$ cat src/rtl/imm_encoder_pkg.sv
// Shared definitions for the RV32I instruction encoder: opcodes, format
// classes, the NOP word and the output-slot state encoding.
package imm_encoder_pkg;

    localparam logic [6:0] OP_REG    = 7'b0110011;
    localparam logic [6:0] OP_IMM    = 7'b0010011;
    localparam logic [6:0] OP_LOAD   = 7'b0000011;
    localparam logic [6:0] OP_JALR   = 7'b1100111;
    localparam logic [6:0] OP_STORE  = 7'b0100011;
    localparam logic [6:0] OP_BRANCH = 7'b1100011;
    localparam logic [6:0] OP_LUI    = 7'b0110111;
    localparam logic [6:0] OP_AUIPC  = 7'b0010111;
    localparam logic [6:0] OP_JAL    = 7'b1101111;

    // addi x0, x0, 0 -- substituted for unrecognised opcodes
    localparam logic [31:0] NOP_WORD = 32'h0000_0013;

    typedef enum logic [2:0] {
        FMT_R,
        FMT_I,
        FMT_S,
        FMT_B,
        FMT_U,
        FMT_J,
        FMT_BAD
    } fmt_e;

    typedef enum logic {
        SLOT_EMPTY,
        SLOT_FULL
    } slot_state_e;

    // Map an opcode onto its instruction format class
    function automatic fmt_e opcode_fmt(input logic [6:0] op);
        fmt_e f;
        case (op)
            OP_REG:                    f = FMT_R;
            OP_IMM, OP_LOAD, OP_JALR:  f = FMT_I;
            OP_STORE:                  f = FMT_S;
            OP_BRANCH:                 f = FMT_B;
            OP_LUI, OP_AUIPC:          f = FMT_U;
            OP_JAL:                    f = FMT_J;
            default:                   f = FMT_BAD;
        endcase
        return f;
    endfunction

endpackage

$ cat src/rtl/imm_encoder_pack.sv
// Combinational core: classifies the opcode, scatters the immediate into
// the format's bit positions and flags out-of-range or misaligned values.
// An erroneous immediate is still packed from its truncated low bits.
module imm_pack
    import imm_encoder_pkg::*;
(
    input  logic [6:0]  i_opcode,
    input  logic [4:0]  i_rd,
    input  logic [4:0]  i_rs1,
    input  logic [4:0]  i_rs2,
    input  logic [2:0]  i_funct3,
    input  logic [6:0]  i_funct7,
    input  logic [31:0] i_imm,
    output logic [31:0] o_instr,
    output logic        o_err
);

    fmt_e w_fmt;
    logic w_fit12;
    logic w_fit13;
    logic w_fit21;

    assign w_fmt = opcode_fmt(i_opcode);

    // A value fits N-bit signed when every bit above N-1 copies bit N-1
    assign w_fit12 = (i_imm[31:11] == {21{i_imm[11]}});
    assign w_fit13 = (i_imm[31:12] == {20{i_imm[12]}});
    assign w_fit21 = (i_imm[31:20] == {12{i_imm[20]}});

    // Pack the word for the decoded format and evaluate the immediate rule
    always_comb begin
        o_instr = NOP_WORD;
        o_err   = 1'b1;
        case (w_fmt)
            FMT_R: begin
                o_instr = {i_funct7, i_rs2, i_rs1, i_funct3, i_rd, i_opcode};
                o_err   = 1'b0;
            end
            FMT_I: begin
                o_instr = {i_imm[11:0], i_rs1, i_funct3, i_rd, i_opcode};
                o_err   = !w_fit12;
            end
            FMT_S: begin
                o_instr = {i_imm[11:5], i_rs2, i_rs1, i_funct3, i_imm[4:0], i_opcode};
                o_err   = !w_fit12;
            end
            FMT_B: begin
                o_instr = {i_imm[12], i_imm[10:5], i_rs2, i_rs1, i_funct3,
                           i_imm[4:1], i_imm[11], i_opcode};
                o_err   = !w_fit13 || i_imm[0];
            end
            FMT_U: begin
                o_instr = {i_imm[31:12], i_rd, i_opcode};
                o_err   = (i_imm[11:0] != 12'h000);
            end
            FMT_J: begin
                o_instr = {i_imm[20], i_imm[10:1], i_imm[11], i_imm[19:12], i_rd, i_opcode};
                o_err   = !w_fit21 || i_imm[0];
            end
            default: begin
                o_instr = NOP_WORD;
                o_err   = 1'b1;
            end
        endcase
    end

endmodule

$ cat src/rtl/imm_encoder.sv
// RV32I instruction encoder with a single registered output slot, a
// wrapping sequential address counter and a saturating error counter.
//
// Handshake: a bundle transfers on a rising edge where in_valid & in_ready;
// a result transfers on a rising edge where out_valid & out_ready. While
// out_valid is high and out_ready low, out_instr/out_addr/out_err hold.
// in_ready = slot empty | out_ready, so a drain and a refill can share an
// edge with no bubble. clear overrides both transfers in its cycle.
module imm_encoder
    import imm_encoder_pkg::*;
#(
    parameter logic [31:0] BASE_ADDR = 32'h0000_0000,
    parameter int unsigned DEPTH     = 256
)(
    input  logic        clk,
    input  logic        rst_n,
    input  logic        clear,
    input  logic        in_valid,
    output logic        in_ready,
    input  logic [6:0]  opcode,
    input  logic [4:0]  rd,
    input  logic [4:0]  rs1,
    input  logic [4:0]  rs2,
    input  logic [2:0]  funct3,
    input  logic [6:0]  funct7,
    input  logic [31:0] imm,
    output logic        out_valid,
    input  logic        out_ready,
    output logic [31:0] out_instr,
    output logic [31:0] out_addr,
    output logic        out_err,
    output logic [7:0]  err_cnt,
    output slot_state_e dbg_state
);

    localparam int unsigned     IDX_W    = (DEPTH > 1) ? $clog2(DEPTH) : 1;
    localparam logic [IDX_W-1:0] LAST_IDX = IDX_W'(DEPTH - 1);

    slot_state_e      r_state;
    slot_state_e      w_next_state;
    logic [31:0]      r_instr;
    logic             r_err;
    logic [31:0]      r_addr;
    logic [IDX_W-1:0] r_idx;
    logic [7:0]       r_err_cnt;
    logic [31:0]      w_instr;
    logic             w_err;
    logic             w_accept;
    logic             w_out_hs;

    imm_pack u_pack (
        .i_opcode (opcode),
        .i_rd     (rd),
        .i_rs1    (rs1),
        .i_rs2    (rs2),
        .i_funct3 (funct3),
        .i_funct7 (funct7),
        .i_imm    (imm),
        .o_instr  (w_instr),
        .o_err    (w_err)
    );

    assign w_accept = in_valid & in_ready;
    assign w_out_hs = out_valid & out_ready;

    // Slot state register; clear empties the slot and drops any held word
    always_ff @(posedge clk or negedge rst_n) begin
        if (!rst_n) begin
            r_state <= SLOT_EMPTY;
        end else if (clear) begin
            r_state <= SLOT_EMPTY;
        end else begin
            r_state <= w_next_state;
        end
    end

    // Next slot state: fill on accept, empty on a drain with no refill
    always_comb begin
        w_next_state = r_state;
        case (r_state)
            SLOT_EMPTY: if (w_accept) w_next_state = SLOT_FULL;
            SLOT_FULL:  if (out_ready && !w_accept) w_next_state = SLOT_EMPTY;
            default:    w_next_state = SLOT_EMPTY;
        endcase
    end

    // Handshake outputs derived from the slot state
    always_comb begin
        in_ready  = (r_state == SLOT_EMPTY) || out_ready;
        out_valid = (r_state == SLOT_FULL);
    end

    // Capture the packed word and its error flag on every accepted bundle
    always_ff @(posedge clk or negedge rst_n) begin
        if (!rst_n) begin
            r_instr <= 32'h0000_0000;
            r_err   <= 1'b0;
        end else if (!clear && w_accept) begin
            r_instr <= w_instr;
            r_err   <= w_err;
        end
    end

    // Address and error bookkeeping advance once per delivered word
    always_ff @(posedge clk or negedge rst_n) begin
        if (!rst_n) begin
            r_addr    <= BASE_ADDR;
            r_idx     <= '0;
            r_err_cnt <= 8'd0;
        end else if (clear) begin
            r_addr    <= BASE_ADDR;
            r_idx     <= '0;
            r_err_cnt <= 8'd0;
        end else if (w_out_hs) begin
            if (r_idx == LAST_IDX) begin
                r_addr <= BASE_ADDR;
                r_idx  <= '0;
            end else begin
                r_addr <= r_addr + 32'd4;
                r_idx  <= r_idx + 1'b1;
            end
            if (r_err && (r_err_cnt != 8'hFF)) begin
                r_err_cnt <= r_err_cnt + 8'd1;
            end
        end
    end

    assign out_instr = r_instr;
    assign out_err   = r_err;
    assign out_addr  = r_addr;
    assign err_cnt   = r_err_cnt;
    assign dbg_state = r_state;

endmodule

$ cat config.mk
export PLATFORM = sky130hd
export DESIGN_NAME = imm_encoder
export DESIGN_NICKNAME = d
export VERILOG_FILES = /design/src/rtl/imm_encoder_pkg.sv /design/src/rtl/imm_encoder_pack.sv /design/src/rtl/imm_encoder.sv
export SDC_FILE = /design/constraint.sdc
export NUM_CORES = 1
export LEC_CHECK = 0
export ABC_AREA = 1
export BUFFER_PORTS_ARGS = -buffer_cell sky130_fd_sc_hd__buf_2
export CAP_MARGIN = 30
export CORE_UTILIZATION = 30
export CTS_CLUSTER_DIAMETER = 200
export DETAILED_ROUTE_END_ITERATION = 8
export PLACE_DENSITY = 0.51
export SLEW_MARGIN = 5
export SYNTH_ARGS = -nofsm -noshare
export SYNTH_HDL_FRONTEND = slang
export SYNTH_SLANG_ARGS = --single-unit
$ cat constraint.sdc
create_clock -name clk -period 3.38 [get_ports clk]
set_input_delay 0 -clock clk [delete_from_list [all_inputs] [get_ports clk]]
set_output_delay 0 -clock clk [all_outputs]
set_load 0.02 [all_outputs]
==> Word level (Yosys, flattened, before mapping) <==
Index checks and enable logic that the tools add are counted.
{ "word_totals": {"register_bits": 82, "inputBits": 69, "output_inout_bits": 76, "word_cells": 66} }
{ "classes": {"addsub": 3, "eq_ne": 19, "n_mux": 16, "n_bitwise": 3, "reduce_logical": 19} }
{ "op_table": {"columns": ["op", "count"], "rows": [
  ["$pmux W32 S6", 1],
  ["$mux W32", 3],
  ["$mux W8", 6],
  ["$add A32 B3 Y32 const B", 1],
  ["$eq A7 B6 Y1 const B", 3],
  ["$eq A7 B7 Y1 const B", 3],
  ["$eq A20 B20 Y1", 1],
  ["$eq A19 B19 Y1", 1],
  ["$pmux W3 S6", 1],
  ["$add A8 B1 Y8 const B", 2],
  ["$eq A7 B5 Y1 const B", 2],
  ["$reduce_bool A12 Y1", 1],
  ["$eq A11 B11 Y1", 1],
  ["$eq A8 B8 Y1 const B", 1],
  ["$ne A8 B8 Y1 const B", 1],
  ["$eq A7 B2 Y1 const B", 1],
  ["$eq A3 B2 Y1 const B", 2],
  ["$eq A3 B3 Y1 const B", 2],
  ["$logic_not A1 Y1", 5],
  ["$pmux W1 S5", 1],
  ["$reduce_bool A2 Y1", 2],
  ["$reduce_or A2 Y1", 2],
  ["$eq A3 B1 Y1 const B", 1],
  ["$logic_and A1 B1 Y1", 3],
  ["other kinds (8)", 13]
]} }

==> Longest topological paths before layout <==
{ "logic_depth": {"depth_word": 8, "depth_mapped": 18, "depth_no_buf": 18} }

==> Modules after synthesis <==
From an unflattened synthesis, not the netlist that was laid out.
{ "unflattened": {"hier_cells": 778, "hier_area_um2": 5522.8} }
{ "by_module_without_submodules": {"columns": ["mod", "instances", "cells_each", "area_each_um2", "seq_area_each_um2"], "rows": [
  ["imm_encoder", 1, 508, 4250.3, 2001.9],
  ["imm_pack", 1, 270, 1272.5, 0.0]
]} }

==> Worst setup path before layout <==
No wires, ideal clock.
{ "synth_path": {"path_type": "flip-flop to flip-flop", "start": "register r_addr[3] (netlist: out_addr[3])", "end": "register r_addr[28] (netlist: out_addr[28])", "setup_time_ps": 132, "t_arrival_ps": 1656, "required_time_ps": 3248, "slack_ps": 1593, "path_stages_with_launch": 10, "path_buffers": 0, "synth_period_minus_slack_ps": 1787, "path_cell_list": "dfrtp_1 -> ha_1 -> nand2_1 -> nor2_1 -> nand2_1 -> nor3_2 -> nand2_1 -> nor3_1 -> xor2_1 -> o22ai_1"} }
{ "synth_between": {"elab_chain_cells": 4} }
{ "synth_lines": {"columns": ["element", "line_no", "source"], "rows": [
  ["from (decl)", "imm_encoder.sv:43", "logic [31:0] r_addr;"],
  ["from (signal assigned)", "imm_encoder.sv:119", "r_addr <= r_addr + 32'd4;"],
  ["$add A32 B3 Y32", "imm_encoder.sv:119", null],
  ["$mux W32", "imm_encoder.sv:115", "if (r_idx == LAST_IDX) begin"],
  ["$mux W32", "imm_encoder.sv:114", "end else if (w_out_hs) begin"],
  ["$mux W32", "imm_encoder.sv:110", "end else if (clear) begin"]
]} }
No other way between the ends. The select of a mux whose other input is x is not followed.
A chain may end at the register's enable or synchronous reset.

==> Final worst setup path <==
{ "layout_path": {"start": "input port opcode[3]", "end": "register r_instr[29] (netlist: out_instr[29])"} }
{ "layout_between": {"elab_chain_cells": 5, "elab_cells_between_ends": 19, "cone_classes": "14 x eq/ne; 2 x mux; 3 x reduce/logical"} }
{ "layout_lines": {"columns": ["element", "line_no", "source"], "rows": [
  ["from (decl)", "imm_encoder.sv:20", "input logic [6:0] opcode,"],
  ["$eq A7 B5 Y1 (tied with other cells)", "imm_encoder_pkg.sv:36", "case (op)"],
  ["$reduce_or A3 Y1 / $reduce_or A2 Y1 (equally long branches)", "imm_encoder_pkg.sv:36", null],
  ["$pmux W3 S6 *", "imm_encoder_pkg.sv:36", null],
  ["$eq A3 B3 Y1 (tied with other cells)", "imm_encoder_pack.sv:34", "case (w_fmt)"],
  ["$pmux W32 S6 *", "imm_encoder_pack.sv:34", null],
  ["to (signal assigned)", "imm_encoder.sv:99", "r_instr <= w_instr;"],
  ["to (decl)", "imm_encoder.sv:41", "logic [31:0] r_instr;"]
]} }
Every way passes the cells marked *; elsewhere a longest branch is shown, timed or not.

==> results.json <==
{
  "cts_tree": "yes",
  "final_slew_violations": 0,
  "clock-root-buffer": "clkbuf_16",
  "power.density_cell_area_nw_per_um2": 358,
  "setup_viol_count_final": 0,
  "grt_remaining_overflow": 0,
  "min_delay_path_depth": 5,
  "cpPeakStageDelay_ns": 0.56,
  "worst_slew_margin_rel": 0.521,
  "die-width_microns": 131,
  "cts_made_buffers": 9,
  "firstDrtPassIters": 5,
  "final_hpwl_dp_mm": 11.5,
  "vias_in_the_first_global_route": 4837,
  "yosys-top-cells-area": "dfrtp_1, nand2_1, inv_1",
  "route.detailed.wl_per_inst_microns": 13.7,
  "final_layout_size_suffix_gt1_frac": 0.234,
  "die_h_microns": 131,
  "fin_crit_period_ns": 2.74,
  "criticalPathCategory": "input pin to flop",
  "portion_of_synthesized_cell_area_occupied_by_the_leading_cell_type": 0.402,
  "met3_length_microns": 781,
  "final_core_util": 0.409,
  "drv.max_cap_violation_count": 0,
  "layout-area-overhead-vs-synth_pct": 32.0,
  "synthDominantAreaCellType": "dfrtp_1",
  "reg2regPathDepth": 7,
  "final_cells": 1092,
  "finClkSkew_ns": 0.00777,
  "period_share": 0.810,
  "worst_skew_pair_later_pin_latency_ns": 0.35,
  "endpoint_kind": "flop",
  "critical_path.most_common_cell": "nand2_1",
  "r2r_setup_slack_ns": 0.98,
  "top_level_ports": 145,
  "synthCells": 692,
  "max_freq_mhz": 365,
  "post_synth.cell_area_avg_sq_um": 7.19,
  "hold_path_end": "out_instr[20]$_DFFE_PN0P_",
  "top_layer_used": "met4",
  "yosys_warnings": 0,
  "drc": 0,
  "gpl.final_weighted_congestion": 0.848,
  "timing.critical_path.slowest_stage_cell": "dlygate4sd3_1",
  "track_usage": 0.184,
  "drt_first_iter_violations": 215,
  "postCtsSetupRepairBufs": 0,
  "largest_net_degree_at_the_start_of_global_routing": 54,
  "finalHoldViolations": 0,
  "cell_breakdown_of_the_critical_path": "dlygate4sd3_1, buf_2, nor2_2, nand2_4, nor3_4, inv_2, ha_1, inv_1, nor2_1, nand2_4, nand3_4, nor2_4, nand2_1, nand3_1, dlygate4sd3_1, nand2_1, nand2_1",
  "final_antenna_violating_net_count": 0,
  "dr_wl_met2_mm": 7.23,
  "rr_endpoint": "out_addr[13]$_DFFE_PN0P_",
  "met1Wirelength_mm": 6.76,
  "critical_path.reg2reg.startpoint": "dbg_state$_DFF_PN0_",
  "vdd.ir_drop.worst_mv": 0.224,
  "fillerInstances": 1722,
  "post_drt_via_cell_ratio": 4.65,
  "placement.io_buffers": 142,
  "most_frequent_standard_cell_in_the_layout_excluding_fill_and_tap_cells": "nand2_1",
  "crit_required_ns": 3.66,
  "top_library_cells_by_usage_in_the_layout_fill_and_taps_aside": "nand2_1, buf_2, inv_1, dfrtp_1, nor2_1",
  "startpoint_type": "input pin",
  "floorplan.initialDensity": 0.310,
  "share_of_synthesized_area_occupied_by_flip_flops_and_latches": 0.402,
  "clock_tree.htree_level_count": 3,
  "design.die.area_sq_um": 17100,
  "grt_first_pass_wirelength_mm": 24.5,
  "yosysUniqueCellTypes": 51,
  "placed_cells": 1038,
  "cp_max_fo": 11,
  "vias": 5075,
  "hold_path.startpoint": "rs2[0]",
  "min_path_type": "input pin to flop",
  "antenna_found_initial": 0,
  "design.core.area_sq_um": 16100,
  "worst_pin_slew_ns": 0.717,
  "fin_tns_setup_ns": 0,
  "cts_buffer_depth": 2,
  "worst_ep_arrival_time_ns": 3.02,
  "routed_wirelength_mm": 15.0,
  "post_synthesis_sequential_element_count": 80,
  "setup_repair_after_global_routing_missed_its_margin": "no",
  "mappedNetlistArea_sq_um": 4980,
  "row_count": 46,
  "cts_num_sinks": 80,
  "num-nets-final": 943,
  "power_leakage_uw": 0.00340,
  "path_clk_slew_ns": 0.06,
  "outcome": "complete, no violations"
}
routing by layer:
metal	GRT usage	vias up
met4	0.0480	0
li1	-	2614
met2	0.312	134
met3	0.0452	15
met1	0.234	2312
met5	0	-
report_power, final:
group	internal (uW)	total [uW]	switching (uW)	leakage, uW
combinational	115	319	203	0.00216
sequential	978	996	17.3	0.00109
clock	603	1040	432	0.000151
kinds of logic (layout without fill, tap and decap cells):
family,after synthesis,in the layout,share of synthesized area
AO/OA/AOI/OAI,102,102,0.121
flip-flops,80,80,0.402
AND/OR/NAND/NOR,392,392,0.363
other,1,3,0.000753
adder cells (fa/ha/maj),4,4,0.0101
multiplexers,6,6,0.0121
XOR/XNOR,2,2,0.00352
buffers and inverters,105,287,0.0880
timing repair:
action / in CTS / in global routing
endpoints found under the setup margin: 0 / 0
hold endpoints to repair: 78 / 0
resized for setup: 0 / 0
hold buffers: 37 / 0
area by class of cell:
cell class	count	area [sq um]	share of cell area
antenna	1	2.50	0.000381
clock buffer	10	239	0.0364
tap	216	270	0.0411
timing repair buffer	181	1100	0.167
inverter	90	343	0.0522
clock inverter	6	75.1	0.0114
sequential	80	2000	0.305
multi-input combinational	508	2540	0.387
registers in the layout, summed over array words and instances, names as in the netlist:
name       cells
dbg_state      1
out_instr     32
err_cnt        8
out_addr      30
out_err        1
r_idx          8
how the worst max path moves through the flow:
stage | from | to | slack, ns | cells after the start
floorplan | out_addr[3]$_DFFE_PN0P_ | out_addr[28]$_DFFE_PN0P_ | 1.59 | 9
CTS | opcode[3] | out_instr[29]$_DFFE_PN0P_ | 0.65 | 17
finish | opcode[3] | out_instr[29]$_DFFE_PN0P_ | 0.64 | 17
global placement | dbg_state$_DFF_PN0_ | out_addr[13]$_DFFE_PN0P_ | 1.04 | 7
global route | opcode[1] | out_instr[28]$_DFFE_PN0P_ | 0.36 | 18
detailed placement | dbg_state$_DFF_PN0_ | out_addr[13]$_DFFE_PN0P_ | 0.99 | 7
critical path: cells and delay by family:
family | cells | cell delay [ns]
buffers and inverters | 5 | 1.42
adders and majority gates | 1 | 0.21
and+or+nand+nor | 11 | 1.39
metrics by stage:
step	total power [uW]	cell area, sq um	hold WS (ns)	setup WS [ns]
floorplan	1170	4980	-0.296	1.59
global placement	1310	5880	0.103	1.04
detailed placement	1310	5880	0.112	0.993
CTS	2390	6570	0.0000368	0.654
global route	2470	6570	0.0130	0.359
finish	2350	6570	0.00693	0.644
synth_stat cells (all sizes together):
cell / number
mux2i: 6
nand4: 14
nand2: 217
ha: 4
a21o: 1
a22o: 5
buf: 10
nor2: 78
o21bai: 2
a31oi: 2
conb: 1
nand3: 52
o211ai: 1
a21boi: 1
clkbuf: 5
a21oi: 32
nor3: 22
clkinv: 1
inv: 89
o21a: 2
o22ai: 3
o211a: 1
nand3b: 1
o221a: 1
dfrtp: 80
a211oi: 2
o31ai: 2
nor3b: 2
or2: 2
xor2: 2
o21ai: 47
nor4: 4
Note: power is estimated with default switching activity, not from simulation.
